==> config.mk <==
export PLATFORM = sky130hd
export DESIGN_NAME = button_event_detector
export DESIGN_NICKNAME = d
export VERILOG_FILES = /design/src/rtl/button_event_detector.sv
export SDC_FILE = /design/constraint.sdc
export NUM_CORES = 1
export LEC_CHECK = 0
export CAP_MARGIN = 20
export CORE_UTILIZATION = 59
export CTS_CLUSTER_SIZE = 12
export DETAILED_ROUTE_END_ITERATION = 8
export PLACE_DENSITY = 0.78
export SYNTH_ARGS = -nofsm -noshare
export SYNTH_HDL_FRONTEND = slang
export SYNTH_SLANG_ARGS = --single-unit
==> constraint.sdc <==
create_clock -name sys_clk -period 2.5 [get_ports sys_clk]
set_input_delay 0.5 -clock sys_clk [delete_from_list [all_inputs] [get_ports sys_clk]]
set_output_delay 0.5 -clock sys_clk [all_outputs]
set_load 0.05 [all_outputs]
==> src/rtl/button_event_detector.sv <==
// Converts a debounced button level into registered one-cycle press/release/short/long event pulses.
// Define BUTTON_EVENT_DOUBLE_PRESS_EN to add double-press detection (WAIT_GAP state, double_press_pulse).
module button_event_detector #(
    parameter bit IN_ACTIVE_LOW    = 1'b0,
    parameter int LONG_PRESS_COUNT = 12_000_000,
    parameter int DOUBLE_GAP_COUNT = 3_000_000
) (
    input  logic sys_clk,
    input  logic rst,
    input  logic in_sig,
    output logic btn_held,
    output logic press_pulse,
    output logic release_pulse,
    output logic short_press_pulse,
    output logic long_press_pulse,
    output logic double_press_pulse
);

    localparam int CNT_MAX = (LONG_PRESS_COUNT > DOUBLE_GAP_COUNT) ? LONG_PRESS_COUNT : DOUBLE_GAP_COUNT;
    localparam int CNT_W   = $clog2(CNT_MAX + 1);
    localparam logic [CNT_W-1:0] LONG_LAST = CNT_W'(LONG_PRESS_COUNT - 1);

`ifdef BUTTON_EVENT_DOUBLE_PRESS_EN
    localparam logic [CNT_W-1:0] GAP_LAST = CNT_W'(DOUBLE_GAP_COUNT - 1);

    typedef enum logic [1:0] {
        IDLE,
        PRESSED,
        LONG_HELD,
        WAIT_GAP
    } state_t;
`else
    typedef enum logic [1:0] {
        IDLE,
        PRESSED,
        LONG_HELD
    } state_t;
`endif

    state_t            state_q, state_d;
    logic [CNT_W-1:0]  cnt_q, cnt_d;
    logic              in_q, in_d;
    logic              prev_act_q, prev_act_d;
    logic              btn_held_q, btn_held_d;
    logic              press_pulse_q, press_pulse_d;
    logic              release_pulse_q, release_pulse_d;
    logic              short_pulse_q, short_pulse_d;
    logic              long_pulse_q, long_pulse_d;
`ifdef BUTTON_EVENT_DOUBLE_PRESS_EN
    logic              second_flag_q, second_flag_d;
    logic              double_pulse_q, double_pulse_d;
`endif

    logic act;
    logic press_edge;
    logic release_edge;

    assign act          = in_q ^ IN_ACTIVE_LOW;
    assign press_edge   = act & ~prev_act_q;
    assign release_edge = ~act & prev_act_q;

    always_comb begin
        in_d            = in_sig;
        prev_act_d      = act;
        state_d         = state_q;
        cnt_d           = cnt_q;
        press_pulse_d   = 1'b0;
        release_pulse_d = 1'b0;
        short_pulse_d   = 1'b0;
        long_pulse_d    = 1'b0;
`ifdef BUTTON_EVENT_DOUBLE_PRESS_EN
        second_flag_d   = second_flag_q;
        double_pulse_d  = 1'b0;
`endif

        case (state_q)
            IDLE: begin
                if (press_edge) begin
                    press_pulse_d = 1'b1;
                    state_d       = PRESSED;
                    cnt_d         = '0;
                end
            end

            // A release in the same cycle the hold reaches the long threshold still counts as short.
            PRESSED: begin
                if (release_edge) begin
                    release_pulse_d = 1'b1;
                    cnt_d           = '0;
`ifdef BUTTON_EVENT_DOUBLE_PRESS_EN
                    if (second_flag_q) begin
                        double_pulse_d = 1'b1;
                        second_flag_d  = 1'b0;
                        state_d        = IDLE;
                    end else begin
                        state_d = WAIT_GAP;
                    end
`else
                    short_pulse_d = 1'b1;
                    state_d       = IDLE;
`endif
                end else if (cnt_q == LONG_LAST) begin
                    long_pulse_d = 1'b1;
                    state_d      = LONG_HELD;
                    cnt_d        = '0;
`ifdef BUTTON_EVENT_DOUBLE_PRESS_EN
                    second_flag_d = 1'b0;
`endif
                end else begin
                    cnt_d = cnt_q + CNT_W'(1);
                end
            end

            LONG_HELD: begin
                if (release_edge) begin
                    release_pulse_d = 1'b1;
                    state_d         = IDLE;
                    cnt_d           = '0;
                end
            end

`ifdef BUTTON_EVENT_DOUBLE_PRESS_EN
            // A second press landing on the final gap cycle wins, otherwise its edge would be lost.
            WAIT_GAP: begin
                if (press_edge) begin
                    press_pulse_d = 1'b1;
                    second_flag_d = 1'b1;
                    state_d       = PRESSED;
                    cnt_d         = '0;
                end else if (cnt_q == GAP_LAST) begin
                    short_pulse_d = 1'b1;
                    state_d       = IDLE;
                    cnt_d         = '0;
                end else begin
                    cnt_d = cnt_q + CNT_W'(1);
                end
            end
`endif

            default: begin
                state_d = IDLE;
                cnt_d   = '0;
            end
        endcase

        btn_held_d = (state_d == PRESSED) || (state_d == LONG_HELD);
    end

    // in_q resets to the inactive level so an idle button never looks like a press after reset.
    always_ff @(posedge sys_clk or posedge rst) begin
        if (rst) begin
            in_q            <= IN_ACTIVE_LOW;
            prev_act_q      <= 1'b0;
            state_q         <= IDLE;
            cnt_q           <= '0;
            btn_held_q      <= 1'b0;
            press_pulse_q   <= 1'b0;
            release_pulse_q <= 1'b0;
            short_pulse_q   <= 1'b0;
            long_pulse_q    <= 1'b0;
`ifdef BUTTON_EVENT_DOUBLE_PRESS_EN
            second_flag_q   <= 1'b0;
            double_pulse_q  <= 1'b0;
`endif
        end else begin
            in_q            <= in_d;
            prev_act_q      <= prev_act_d;
            state_q         <= state_d;
            cnt_q           <= cnt_d;
            btn_held_q      <= btn_held_d;
            press_pulse_q   <= press_pulse_d;
            release_pulse_q <= release_pulse_d;
            short_pulse_q   <= short_pulse_d;
            long_pulse_q    <= long_pulse_d;
`ifdef BUTTON_EVENT_DOUBLE_PRESS_EN
            second_flag_q   <= second_flag_d;
            double_pulse_q  <= double_pulse_d;
`endif
        end
    end

    assign btn_held          = btn_held_q;
    assign press_pulse       = press_pulse_q;
    assign release_pulse     = release_pulse_q;
    assign short_press_pulse = short_pulse_q;
    assign long_press_pulse  = long_pulse_q;
`ifdef BUTTON_EVENT_DOUBLE_PRESS_EN
    assign double_press_pulse = double_pulse_q;
`else
    assign double_press_pulse = 1'b0;
`endif

endmodule

==> metrics.txt <==
status finished, violations left; failing checks design-rule violations; sequential share of the synthesized area 46.7%; f_max 0.431 GHz; fin. max-slew vios 0; vias per cell 6.35; clk sinks 33; Setup crit end kind register; RSZ-0062 raised after global routing no; P&R area growth vs syn 9.99%; Period minus WS final 2.32 ns; CTS resizes 0; Final Wtd Congestion 0.954; leading cell types in the layout, fill and taps excluded dfrtp_1 (33), nor2_1 (20), nand2_1 (13), a21oi_1 (13); clock slew at reported path FFs 0.10 ns; CP max FO 9; DR pass1 iterations 6; hpwl dp 2.58 mm; CTS max path bufs 2; Ant. Diodes 0; Die Span X 56.7 um; grt ovf 0; routed via count 1467; clk_lat worst skew around 0.35 ns; CP Data Required Time 2.77 ns; main flop type after synthesis dfrtp_1; post-synthesis cell count 185; Setup Fix Bufs, Post-CTS 0; H-tree levels 2; commonest non-fill, non-tap cell in the layout dfrtp_1; Final Hold Vio Count 0; routed wire length 3.63 mm; minimum hold slack slightly above 0.4 ns; Starting DRT DRC Count 57; clk_skew around 0.0095 ns; # DRC 2; CP startpoint kind register; fraction of registers with async set/reset between 90% and 100%; cts bufs inserted 5; Final TNS setup 0 ns; worst hold path class register to register; hold buffer count at CTS 0; Leak Pwr 0.860 nW; Setup Viol. Count Final 0; Power Density ~690 nW/um2; Final period util 92.8%; final net count roughly 210; synth unique cells 42; TritonCTS clock tree built; die height 56.7 um; kind of critical path register to register; final setup margin 0.180 ns; dpl ws 0.219 ns; largest net degree at the start of global routing 21; initial antenna violation count 0; first-pass GRT wire length 6.42 mm; cell row count 19; Clock Root Buffer clkbuf_4; Syn Std Cell Area 1770 um2; Core ar. 2810 um2; Max Cap Viol 0; PortBufs 7; Post-DRT Antenna Nets 0; full die area 3220 um2; syn nets roughly 190; Least-Margin Pin Slew 0.556 ns; vias in the first global route ~1500; I/O Pins 9; Routed WL per cell between 15 and 20 um; CP arrival 2.59 ns; Seq cells post-synth 33; Initial Utilization 63.0%; gr usage total 26.5%; number of synthesized flops with an enable pin 0; fill cell count between 200 and 250; share of cells above drive strength 1 12.0%; syn avg cell area about 9.5 um2; Rel. slew slack 62.9%; Max rail drop VDD 386 uV; Ys Warns 0
-- where the power goes --
group	switching (mW)	internal, mW
clock	0.183	0.163
sequential	0.0260	0.569
combinational	0.267	0.139
-- cells in the mapped netlist, drive strengths merged, types with 5 or more instances --
library cell	number	share of area [%]
dfrtp	33	47
nor2	20	4.2
a21oi	13	3.7
nand2	13	2.8
inv	10	2.1
o21ai	10	2.8
nand3	7	2.0
o31ai	6	3.3
and3	5	1.9
ha	5	3.5
or4	5	2.2
xor2	5	2.5
-- cell families (layout without fill, tap and decap cells) --
family                     Yosys count  in the layout  share of synthesized area (%)
adders and majority gates            5              5                           3.54
DFF                                 33             33                           46.7
other                                1              1                          0.212
xor gates and xnor gates             7              7                           3.47
AOI/OAI and AO/OA                   46             46                           17.6
and+or+nand+nor                     74             74                           22.1
muxes                                2              2                           1.13
buffers and inverters               17             32                           5.24
-- path summary, 6_finish.rpt --
check | startpoint | to | slack, ns | cells past startpoint
hold / removal | act | prev_act_q | 0.41 | 0
setup / recovery | state_q[0] | cnt_q[21] | 0.18 | 7
setup reg to reg | state_q[0] | cnt_q[21] | 0.18 | 7
max in group asynchronous | rst | cnt_q[10] | 1.79 | 3
hold reg to reg | act | prev_act_q | 0.41 | 0
min in group asynchronous | rst | cnt_q[17] | 0.46 | 3
-- layout make-up --
type | count | area [um2] | share of cell area (%)
clock buffer | 7 | 65.1 | 3.35
clock inverter | 1 | 5.00 | 0.258
sequential | 33 | 826 | 42.5
inverter | 10 | 37.5 | 1.93
multi-input combinational | 135 | 848 | 43.7
tap | 31 | 38.8 | 2.00
timing repair buffer | 14 | 123 | 6.31
-- critical path: stages, from the launching register on --
cell and delay [ns]:
dfrtp_1 0.43, inv_1 0.10, ha_1 0.25, a21oi_1 0.19, o2111ai_1 0.32, buf_4 0.28
or4_1 0.51, a21oi_1 0.17
-- metrics by stage --
stage	cell area [um2]	power, mW	cells	utilization (%)
final	1940	1.35	231	69.3
after global routing	1940	1.42	231	69.3
after CTS	1940	1.35	231	69.3
after detailed placement	1870	1.01	223	66.8
after global placement	1870	0.993	223	66.8
after floorplan	1770	0.930	185	-
-- metal layers --
| layer | up-vias | global-route usage (%) | part of all wire (%) |
|---|---|---|---|
| li1 | 697 | - | - |
| met1 | 708 | 31.9 | 43 |
| met2 | 50 | 42.5 | 50 |
| met3 | 12 | 7.83 | 5.1 |
| met4 | 0 | 14.3 | 2.2 |
| met5 | - | 0 | 0 |
-- registers in the layout (all words and copies together) (netlist names) --
register and flops:
prev_act_q 1, btn_held 1, short_press_pulse 1, cnt_q 24
state_q 2, press_pulse 1, act 1, long_press_pulse 1
release_pulse 1
No activity file was read; power rests on OpenSTA's default activity.
